[config.mk]
export PLATFORM = sky130hd
export DESIGN_NAME = data_mem_arbiter
export DESIGN_NICKNAME = d
export VERILOG_FILES = /design/src/rtl/dmem_arb_pkg.sv /design/src/rtl/rr_pick2.sv /design/src/rtl/data_mem_arbiter.sv
export SDC_FILE = /design/constraint.sdc
export NUM_CORES = 1
export LEC_CHECK = 0
export CAP_MARGIN = 20
export CORE_ASPECT_RATIO = 0.9
export CORE_UTILIZATION = 43
export DETAILED_ROUTE_END_ITERATION = 10
export PLACE_DENSITY_LB_ADDON = 0.3
export SLEW_MARGIN = 10
export SYNTH_ARGS = -nofsm -noshare
export SYNTH_HDL_FRONTEND = slang
export SYNTH_SLANG_ARGS = --single-unit
[constraint.sdc]
create_clock -name CLK -period 2.2 [get_ports CLK]
set_input_delay 0.44 -clock CLK [delete_from_list [all_inputs] [get_ports CLK]]
set_output_delay 0.44 -clock CLK [all_outputs]
set_load 0.05 [all_outputs]
[src/rtl/dmem_arb_pkg.sv]
// Shared definitions for the two-port data memory arbiter.
// State encoding, port identifiers and default timeout.
package dmem_arb_pkg;

    typedef enum logic [1:0] {
        ST_IDLE   = 2'd0,
        ST_ACCESS = 2'd1,
        ST_DONE   = 2'd2
    } state_t;

    localparam logic PORT_CPU = 1'b0;
    localparam logic PORT_AUX = 1'b1;

    localparam int DEF_TIMEOUT_CYCLES = 32;

endpackage

[src/rtl/rr_pick2.sv]
// Two-way round-robin picker.
// A lone request wins outright; on contention the port that did not win last time goes.
module rr_pick2
    import dmem_arb_pkg::*;
(
    input  logic [1:0] req,
    input  logic       last_grant,
    output logic       valid,
    output logic       grant
);

    // Pick the winner from the current requests and the previous winner
    always_comb begin
        valid = req[0] | req[1];
        grant = PORT_CPU;
        if (req == 2'b10) begin
            grant = PORT_AUX;
        end else if (req == 2'b11) begin
            grant = ~last_grant;
        end
    end

endmodule

[src/rtl/data_mem_arbiter.sv]
// Shares one busywait-style data memory between the CPU port and an auxiliary port.
// Round-robin, non-preemptive, one transaction in flight, with a sticky timeout flag.
module data_mem_arbiter
    import dmem_arb_pkg::*;
#(
    parameter int ADDR_W         = 8,
    parameter int DATA_W         = 8,
    parameter int TIMEOUT_CYCLES = DEF_TIMEOUT_CYCLES
) (
    input  logic              CLK,
    input  logic              RESET,
    input  logic              P0_READ,
    input  logic              P0_WRITE,
    input  logic [ADDR_W-1:0] P0_ADDRESS,
    input  logic [DATA_W-1:0] P0_WRITEDATA,
    output logic [DATA_W-1:0] P0_READDATA,
    output logic              P0_BUSYWAIT,
    input  logic              P1_READ,
    input  logic              P1_WRITE,
    input  logic [ADDR_W-1:0] P1_ADDRESS,
    input  logic [DATA_W-1:0] P1_WRITEDATA,
    output logic [DATA_W-1:0] P1_READDATA,
    output logic              P1_BUSYWAIT,
    output logic              MEM_READ,
    output logic              MEM_WRITE,
    output logic [ADDR_W-1:0] MEM_ADDRESS,
    output logic [DATA_W-1:0] MEM_WRITEDATA,
    input  logic [DATA_W-1:0] MEM_READDATA,
    input  logic              MEM_BUSYWAIT,
    output logic              TIMEOUT_ERR
);

    localparam int CNT_W = $clog2(TIMEOUT_CYCLES + 1);
    localparam logic [CNT_W-1:0] CNT_LAST = CNT_W'(TIMEOUT_CYCLES - 1);

    state_t            state;
    state_t            state_next;
    logic              req0;
    logic              req1;
    logic              pick_valid;
    logic              pick_grant;
    logic              grant;
    logic              is_write;
    logic              last_grant;
    logic [CNT_W-1:0]  wait_cnt;
    logic              done_ok;
    logic              timed_out;
    logic              sel_write;
    logic [ADDR_W-1:0] sel_addr;
    logic [DATA_W-1:0] sel_wdata;

    assign req0 = P0_READ | P0_WRITE;
    assign req1 = P1_READ | P1_WRITE;

    rr_pick2 u_pick (
        .req        ({req1, req0}),
        .last_grant (last_grant),
        .valid      (pick_valid),
        .grant      (pick_grant)
    );

    // Route the winning port's request; write beats read on the same port
    always_comb begin
        sel_write = P0_WRITE;
        sel_addr  = P0_ADDRESS;
        sel_wdata = P0_WRITEDATA;
        if (pick_grant == PORT_AUX) begin
            sel_write = P1_WRITE;
            sel_addr  = P1_ADDRESS;
            sel_wdata = P1_WRITEDATA;
        end
    end

    // The first ACCESS edge never completes: memory raises busywait combinationally
    assign done_ok   = (wait_cnt != '0) && !MEM_BUSYWAIT;
    assign timed_out = !done_ok && (wait_cnt == CNT_LAST);

    // State register
    always_ff @(posedge CLK) begin
        if (RESET) begin
            state <= ST_IDLE;
        end else begin
            state <= state_next;
        end
    end

    // Next-state logic
    always_comb begin
        state_next = state;
        unique case (state)
            ST_IDLE: begin
                if (pick_valid) begin
                    state_next = ST_ACCESS;
                end
            end
            ST_ACCESS: begin
                if (done_ok || timed_out) begin
                    state_next = ST_DONE;
                end
            end
            ST_DONE: begin
                state_next = ST_IDLE;
            end
            default: begin
                state_next = ST_IDLE;
            end
        endcase
    end

    // Stall each requester until its own DONE cycle
    always_comb begin
        P0_BUSYWAIT = req0 & ~((state == ST_DONE) & (grant == PORT_CPU));
        P1_BUSYWAIT = req1 & ~((state == ST_DONE) & (grant == PORT_AUX));
    end

    // Latch the granted request, drive memory, count the wait and return results
    always_ff @(posedge CLK) begin
        if (RESET) begin
            grant         <= PORT_CPU;
            is_write      <= 1'b0;
            last_grant    <= PORT_AUX;
            wait_cnt      <= '0;
            MEM_READ      <= 1'b0;
            MEM_WRITE     <= 1'b0;
            MEM_ADDRESS   <= '0;
            MEM_WRITEDATA <= '0;
            P0_READDATA   <= '0;
            P1_READDATA   <= '0;
            TIMEOUT_ERR   <= 1'b0;
        end else begin
            unique case (state)
                ST_IDLE: begin
                    if (pick_valid) begin
                        grant         <= pick_grant;
                        is_write      <= sel_write;
                        wait_cnt      <= '0;
                        MEM_READ      <= ~sel_write;
                        MEM_WRITE     <= sel_write;
                        MEM_ADDRESS   <= sel_addr;
                        MEM_WRITEDATA <= sel_wdata;
                    end
                end
                ST_ACCESS: begin
                    wait_cnt <= wait_cnt + CNT_W'(1);
                    if (done_ok) begin
                        if (!is_write) begin
                            if (grant == PORT_AUX) begin
                                P1_READDATA <= MEM_READDATA;
                            end else begin
                                P0_READDATA <= MEM_READDATA;
                            end
                        end
                        MEM_READ   <= 1'b0;
                        MEM_WRITE  <= 1'b0;
                        last_grant <= grant;
                    end else if (timed_out) begin
                        if (!is_write) begin
                            if (grant == PORT_AUX) begin
                                P1_READDATA <= '0;
                            end else begin
                                P0_READDATA <= '0;
                            end
                        end
                        MEM_READ      <= 1'b0;
                        MEM_WRITE     <= 1'b0;
                        MEM_ADDRESS   <= '0;
                        MEM_WRITEDATA <= '0;
                        TIMEOUT_ERR   <= 1'b1;
                        last_grant    <= grant;
                    end
                end
                ST_DONE: begin
                end
                default: begin
                end
            endcase
        end
    end

endmodule

### After elaboration in Yosys (flattened, before gate mapping)

Index checks and enable logic that the tools add are counted.

| cells by class | value |
|---|---|
| add/subtract/negate cells | 1 |
| equal/unequal tests | 16 |
| muxes and demuxes | 36 |
| bitwise gates (word level) | 13 |
| reductions and logical operators | 18 |

Operators by type and width:

| operator | count |
|---|---|
| $mux W8 | 18 |
| $pmux W8 S2 | 2 |
| $ne A2 B2 Y1 const B | 10 |
| $pmux W6 S2 | 1 |
| $reduce_and A6 Y1 | 2 |
| $mux W1 | 9 |
| $reduce_and A2 Y1 | 4 |
| $add A6 B1 Y6 const B | 1 |
| $eq A2 B2 Y1 const B | 3 |
| $eq A6 B5 Y1 const B | 1 |
| $mux W6 | 1 |
| $not A1 Y1 | 6 |
| $reduce_and A3 Y1 | 2 |
| $reduce_bool A6 Y1 | 1 |
| $and A1 B1 Y1 | 4 |
| $mux W2 | 2 |
| $pmux W1 S2 | 2 |
| $pmux W2 S2 | 1 |
| $reduce_and A4 Y1 | 1 |
| $reduce_bool A2 Y1 | 2 |
| $ne A3 B3 Y1 const B | 1 |
| $or A1 B1 Y1 | 3 |
| $eq A2 B1 Y1 const B | 1 |
| $logic_and A1 B1 Y1 | 2 |
| 3 further kinds | 4 |

| word-level totals | value |
|---|---|
| bits in registers | 46 |
| input port bits | 47 |
| output and inout port bits | 37 |
| logic and storage cells | 96 |

### Longest topological paths before layout

Gate-level depths: netlist of run 1.

| depth | value |
|---|---|
| depth after elaboration | 8 |
| mapped depth | 8 |
| gate-level depth less buffers | 6 |

### Hierarchy

From an unflattened synthesis of run 1, not the netlist that was laid out.

| second synthesis, totals | value |
|---|---|
| cell total of the unflattened synthesis | 203 |
| area total of the unflattened synthesis | 2,069.5 µm² |

By module, submodules not included:

| module | times used | cells each | area an instance (µm²) | sequential area each (µm²) |
|---|---|---|---|---|
| data_mem_arbiter | 1 | 201 | 2,055.7 | 920.9 |
| rr_pick2 | 1 | 2 | 13.8 | 0.0 |

### Worst setup path after synthesis of run 1

OpenSTA, ideal clock, no wires.

| timing | value |
|---|---|
| path type | reg-to-output |
| start point | reg state[0] |
| end point | out P0_BUSYWAIT |
| arrival time | 1.460 ns |
| setup slack | 0.300 ns |
| cell stages (with the launch flop) | 3 |
| cell sequence | dfxtp_1 -> clkinv_1 -> a31oi_1 |

| on the way | value |
|---|---|
| word-level cells in the longest chain between the ends | 4 |

Ends and longest elaborated chain:

| item | line | RTL |
|---|---|---|
| start: declaration | data_mem_arbiter.sv:36 | `state_t state;` |
| start signal: assignment | data_mem_arbiter.sv:83 | `state <= state_next;` |
| $eq A2 B2 Y1 | data_mem_arbiter.sv:112 | `P0_BUSYWAIT = req0 & ~((state == ST_DONE) & (grant == PORT_CPU));` |
| $and A1 B1 Y1 | data_mem_arbiter.sv:112 |  |
| $not A1 Y1 | data_mem_arbiter.sv:112 |  |
| $and A1 B1 Y1 | data_mem_arbiter.sv:112 |  |
| end: declaration | data_mem_arbiter.sv:17 | `output logic P0_BUSYWAIT,` |

Every way passes these cells.

### Worst setup path in the final report of run 1

Same ends and word-level chain as after synthesis.

==> results of run 1 <==
registers in the layout (all words and copies together), names as in the netlist:
| signal | count |
|---|---|
| P1_READDATA | 8 |
| MEM_WRITEDATA | 8 |
| state | 2 |
| MEM_ADDRESS | 8 |
| wait_cnt | 6 |
| is_write | 1 |
| grant | 1 |
| last_grant | 1 |
| MEM_WRITE | 1 |
| MEM_READ | 1 |
| P0_READDATA | 8 |
| TIMEOUT_ERR | 1 |
layer usage:
metal  global-route usage  part of all wire  vias up
met4              0.05660            0.0080        0
li1                     -                 -      985
met2               0.3604              0.48       52
met3              0.04030             0.036        4
met1               0.2980              0.47      951
met5                    0                 0        -
cells in the mapped netlist, types with 2 or more instances:
master	number
dfxtp_1	46
a21oi_1	19
mux2i_1	18
nand2_1	17
nor2_1	17
a32oi_1	16
o2bb2ai_1	16
inv_1	7
a211oi_1	4
clkbuf_1	4
a31oi_1	3
buf_2	3
buf_4	3
ha_1	2
nor3_1	2
o21ai_0	2
xnor2_1	2
area by class of cell:
type / instances / area share
clock buffers: 5 / 0.02156
clock inverters: 3 / 0.02156
flip-flops and latches: 46 / 0.2885
multi-input cells: 144 / 0.3297
repair buffers: 96 / 0.3050
well taps: 62 / 0.02430
inverters: 8 / 0.009408
repair_timing:
action | in CTS | in global routing
endpoints found under the setup margin | 0 | 9
resized for setup | 0 | 2
buffers inserted | 0 | 0
cell usage in the layout (no fill, tap or decap), types with 2 or more instances in the layout:
master,Yosys,layout
buf_4,3,11
o2bb2ai_1,16,16
nor2_1,17,17
a31oi_2,1,2
dfxtp_1,46,46
clkdlybuf4s50_1,0,81
ha_1,2,2
bufinv_16,0,2
nand2_1,17,17
buf_12,0,4
a211oi_1,4,3
a31oi_1,3,2
inv_1,7,7
nor3_1,2,2
xnor2_1,2,2
a32oi_1,16,16
clkbuf_8,0,5
o21ai_0,2,2
a21oi_1,19,19
mux2i_1,18,18
worst max path at each step:
stage               slack (ps)        endpoint         start  depth (start not counted)
detailed placement          40        MEM_READ      P0_WRITE                          5
global placement            70  P1_READDATA[0]  MEM_BUSYWAIT                          4
CTS                         60     P1_BUSYWAIT      P1_WRITE                          4
floorplan                  300     P0_BUSYWAIT      state[0]                          2
finish                     130     P0_BUSYWAIT      state[0]                          3
global route                40     P0_BUSYWAIT      state[0]                          3
power by group through the flow:
stage | logic, uW | clock network (uW) | registers [uW]
2_1_floorplan | 185 | 0 | 1120
3_3_place_gp | 602 | 0 | 952
3_5_place_dp | 608 | 0 | 953
4_1_cts | 612 | 746 | 934
5_1_grt | 649 | 774 | 942
6_report | 614 | 740 | 935
worst max-delay path: cells and delay by family (launching register included):
| family | cells | cell delay, ps |
|---|---|---|
| compound gates | 1 | 390 |
| flops | 1 | 470 |
| buf+inv | 2 | 470 |
logic make-up after synthesis:
logic type,synth area share
buffers and inverters,0.04738
XOR/XNOR,0.01276
adder cells (fa/ha/maj),0.01215
multiplexers,0.09295
AND/OR/NAND/NOR,0.1167
AO/OA/AOI/OAI,0.2710
flip-flops,0.4471
stage by stage:
stage	power [uW]	area, um2	std cells	hold slack, ps
after floorplan	1304	2059	210	467.7
after global placement	1554	3043	356	444.0
after detailed placement	1560	3043	356	447.2
after CTS	2292	3181	364	470.5
after global routing	2365	3192	364	485.9
final	2289	3192	364	468.8
==> metrics.md, run 1 <==
| Metric | Value |
|---|---|
| Status | complete, no violations |
| Sequential power share | 0.408 |
| CP max-delay cell | dfxtp_1 |
| Drt wl/cell | roughly 15 um |
| Setup Skew | 7.464 ps |
| Leak | around 0.0012 uW |
| Layout cells sized above 1 | 0.1060 |
| Diode count | 0 |
| Horiz. Die Dim | around 75 um |
| Final core utilization | 0.7065 |
| Overall Global Routing Usage | 0.2202 |
| ANT nets after route | 0 |
| Final Hold Vio Count | 0 |
| Switching power | 677.7 uW |
| Synthesis-to-layout area growth | 54.98% |
| Drt drc | 0 |
| Hpwl dp | around 4000 um |
| Place WS | between 30 and 40 ps |
| Comb pwr share | 0.268 |
| Fin. max-slew vios | 0 |
| Power density over the cells | between 700 and 800 nW/um2 |
| Via count | between 1500 and 2000 |
| Clock sink count | 46 |
| WS Path Type | flip-flop to output port |
| Worst-case reg-to-reg path depth | 7 |
| Clock latency on the worst-skew pair | 300 ps |
| Starting density of the core | 0.4558 |
| Die height | about 68 um |
| Post-Syn Area | between 2000 and 2500 um2 |
| Final worst slack | 127.5 ps |
| Syn Area/Cell | just under 10 um2 |
| RSZ-0062 raised after global routing | false |
| I/O Pins | between 80 and 90 |
| Setup-failing EPs final | 0 |
| Post-Syn Nets | 259 |
| Grt ovf | 0 |
| Largest net degree at the start of global routing | 19 |
| PortBufs | 83 |
| Max Cap Viol | 0 |
| CP cell instances | clkinv_1, a31oi_1, buf_12 |
| Critical Path RT | roughly 1800 ps |
| Hold path start | MEM_WRITEDATA[2] |
| First-pass GRT wire length | 8459 um |
| Max FO, Critical Path | 9 |
| Initial antenna violation count | 0 |
| Crit path DAT | 1630 ps |
| Post-Route Setup TNS | 0 ps |
| Multi-input gate area | approximately 1100 um2 |
| Fill count | 350 |
| Pint | about 1600 uW |
| CTS root buf | clkbuf_8 |
| CTS Hold Bufs | 0 |
| TritonCTS clock tree | built |
| Post-synthesis cell count | 210 |
| Clock power frac | 0.323 |
| Synth warn | 0 |
| Final WL | between 5000 and 6000 um |
| DR vias/cell | ~5.5 |
| Fmax | slightly below 0.5 GHz |
| Worst min path class | flip-flop to flip-flop |
| Synth top area cells | dfxtp_1, mux2i_1, a32oi_1 |
| Switching Fraction | 0.2960 |
| Maximum VDD drop | about 0.46 mV |
| Placer Congestion | approximately 0.8 |
| CP startpoint kind | flip-flop |
| Seq/Total Area, Yosys | 0.4471 |
| CTS H-Tree Depth | 2 |
| Vias in the first global route | roughly 1800 |
| Top cell type's share of synthesized area | 0.4471 |
| Post-synth EDFFs | 0 |
| CP Capture Type | output port |
| Least-Margin Pin Slew | 629.2 ps |
| Final period utilization | 0.9420 |
| Clk pin slew, worst setup/hold paths | about 90 ps |
| Post-synth top flop | dfxtp_1 |
| Worst rel slew slack | 0.5798 |
| Rows | 23 |
| CTS Buf Count | 5 |
| WHS Endpoint | MEM_WRITEDATA[2] |
| Final Net Count | 350 |
| Synth cell types | 46 |
| Synth async-reset ratio | 0 |
| Reg2reg setup slack | between 150 and 200 ps |
| FF+latch area | between 900 and 1000 um2 |
| Crit path time final | approximately 2100 ps |
| Core Footprint | between 4000 and 5000 um2 |
| FF-to-FF End | P0_READDATA[1] |
| Crit Reg-Reg Startpoint | wait_cnt[0] |
| Drt first pass iters | 4 |
| FF+latch count, synth | 46 |
| Clk buf depth | 2 |
| Initial detailed-routing violation count | 140 |
| DIE AREA | 5071 um2 |
| Dominant cell type by area after synthesis | dfxtp_1 |
| Largest stage delay on the critical path | 470 ps |
| WHS Path Cells | 1 |
Note: power is estimated with default switching activity, not from simulation.
==> run 2: changes to the inputs <==
Settings changed: SLEW_MARGIN 10 to 0.
==> results of run 2 <==
Final layout, timing and power as in run 1 (identical DEF).
==> run 3: changes to the inputs <==
Settings changed: CORE_MARGIN set to 2, SKIP_CTS_REPAIR_TIMING set to 1.
==> run 3 against run 2 <==
  * Maximum frequency grew 0.24%
  * Clock power shrank 28%
  * Non-clock buffer count is the same
  * Critical path depth grew 1
  * Largest cell class unchanged
  * Die area grew 5.7%
  * Sequential cell count is the same
  * Sequential share of layout area grew 0.55 points
  * Highest routed layer unchanged
  * Via count shrank 0.60%
  * Global-route usage shrank 0.76 points
  * Critical endpoint is now P1_BUSYWAIT
==> metrics.md, run 3 (synthesized netlist as in run 1, its figures left out) <==
| Metric | Value |
|---|---|
| Status | complete, no violations |
| Least-Margin Pin Slew | 576.1 ps (-53.13 ps) |
| Fmax | 0.4837 GHz (+0.24%) |
| First-pass GRT wire length | 9177 um (+8.5%) |
| Setup-failing EPs final | 0 (unchanged) |
| WHS Path Cells | 1 (unchanged) |
| Max FO, Critical Path | 6 (-3) |
| Hpwl dp | 4238 um (+6.0%) |
| Worst rel slew slack | 0.6136 (+0.03387) |
| Most common cell after layout, fill and taps aside | clkdlybuf4s50_1 |
| Vias in the first global route | 1929 (+7.8%) |
| Reg2reg setup slack | 240 ps (+50 ps) |
| Final WL | 5630 um (+3.0%) |
| Critical path buffers and inverters | 2 (unchanged) |
| Clock latency on the worst-skew pair | 300 ps (about the same) |
| Initial antenna violation count | 0 (unchanged) |
| Fill count | 387 (+11%) |
| Commonest cells after routing, fill and taps aside | clkdlybuf4s50_1, dfxtp_1, a21oi_1 |
| Post-route insts no fill | 364 (unchanged) |
| Clock sink count | 46 (unchanged) |
| Diode count | 0 (unchanged) |
| Crit Reg-Reg Startpoint | wait_cnt[0] |
| Leak | 0.001172 uW (-1.8%) |
| Final Hold Vio Count | 0 (unchanged) |
| WP depth | 4 (+1) |
| Critical Path RT | 1760 ps (about the same) |
| TritonCTS clock tree | built |
| Hold path start | MEM_ADDRESS[5] |
| Maximum VDD drop | 0.5850 mV (+27%) |
| Via count | 1980 (-0.60%) |
| Max Cap Viol | 0 (unchanged) |
| Placer Congestion | 0.8295 (+3.3%) |
| Layout cells sized above 1 | 0.09603 (-0.009934) |
| CTS Buf Count | 5 (unchanged) |
| CTS H-Tree Depth | 2 (unchanged) |
| DR vias/cell | 5.440 (-0.60%) |
| DIE AREA | 5360 um2 (+5.7%) |
| Largest stage delay on the critical path | 620 ps (+150 ps) |
| RSZ-0062 raised after global routing | false |
| Clk buf depth | 2 (unchanged) |
| Fin. max-slew vios | 0 (unchanged) |
| Clk pin slew, worst setup/hold paths | 80 ps (about the same) |
| Rows | 23 (unchanged) |
| Top delay family on crit path | buffers and inverters |
| CP Capture Type | output port |
| Overall Global Routing Usage | 0.2125 (-0.007638) |
| I/O Pins | 84 (unchanged) |
| CP cell instances | clkdlybuf4s50_1, nor2_1, a31oi_1, buf_12 |
| Drt drc | 0 (unchanged) |
| Final period utilization | 0.9398 (-0.002246) |
| Drt first pass iters | 4 (unchanged) |
| CP max-delay cell | clkdlybuf4s50_1 |
| Largest net degree at the start of global routing | 20 (+1) |
| Final Net Count | 350 (unchanged) |
| WS Path Type | input pin to output port |
| Synthesis-to-layout area growth | 52.07% |
| Core Footprint | 4518 um2 (unchanged) |
| Power density over the cells | 662.9 nW/um2 (-7.6%) |
| Initial detailed-routing violation count | 99 (-29%) |
| Worst-case reg-to-reg path depth | 7 (unchanged) |
| CTS root buf | clkbuf_8 |
| Inst Count DP | 355 (-0.28%) |
| Crit path DAT | 1630 ps (about the same) |
| Worst Hold Slack | 469.5 ps (+0.6400 ps) |
| ANT nets after route | 0 (unchanged) |
| Setup Skew | 8.871 ps (+1.407 ps) |
| Crit path time final | 2068 ps (-4.942 ps) |
| Drt wl/cell | 15.47 um (+3.0%) |
| Grt ovf | 0 (unchanged) |
| Horiz. Die Dim | 76.95 um (+2.7%) |
| Worst min path class | flip-flop to flip-flop |
| Crit path from | P1_WRITE |
| Starting density of the core | 0.4558 (unchanged) |
| Die height | 69.66 um (+3.0%) |
| PortBufs | 83 (unchanged) |
| CP startpoint kind | input pin |
[run 3: layout make-up]
| cell class | instances | area, um2 | area share |
|---|---|---|---|
| multi-input cells | 144 | 1041 | 0.3324 |
| inverters | 8 | 30.03 | 0.009589 |
| well taps | 62 | 77.57 | 0.02477 |
| repair buffers | 96 | 970.9 | 0.3100 |
| flip-flops and latches | 46 | 920.9 | 0.2940 |
| clock inverters | 1 | 5.005 | 0.001598 |
| clock buffers | 7 | 86.33 | 0.02757 |
[run 3: path summary, 6_finish.rpt]
check	endpoint
worst max-delay path	P1_BUSYWAIT
worst min-delay path	MEM_ADDRESS[5]
worst max register to register	P1_READDATA[1]
worst min register to register	MEM_ADDRESS[5]
[run 3: worst register-to-register path, cell delays in order, from the launching register on]
cell,delay (ps)
dfxtp_1,410
inv_1,60
ha_1,180
nor4b_2,190
a211oi_1,540
clkbuf_2,280
a32oi_1,70
a21oi_1,160
[run 3: stage by stage]
step                      power (uW)  TNS, ps  utilization  area, um2  setup WS, ps
after floorplan                 1304        0            -       2059         300.3
after global placement          1552        0       0.6718       3035         36.07
after detailed placement        1564   -335.1       0.6718       3035        -71.12
after CTS                       2087   -35.59       0.6921       3127        -20.49
after global routing            2162        0       0.6932       3132         40.57
final                           2076        0       0.6932       3132         132.4
[run 3: power breakdown]
| group | total, uW | switching, uW | leakage, uW | internal (uW) |
|---|---|---|---|---|
| Clock | 531 | 278 | 0.0000482 | 254 |
| Sequential | 934 | 42.4 | 0.000376 | 892 |
| Combinational | 610 | 348 | 0.000748 | 262 |
[run 3: layer usage]
| metal | GRT usage | routed length [um] | vias up |
|---|---|---|---|
| li1 | - | - | 973 |
| met1 | 0.2728 | 2470 | 947 |
| met2 | 0.3519 | 2820 | 52 |
| met3 | 0.04036 | 235 | 8 |
| met4 | 0.08283 | 103 | 0 |
| met5 | 0 | 0 | - |
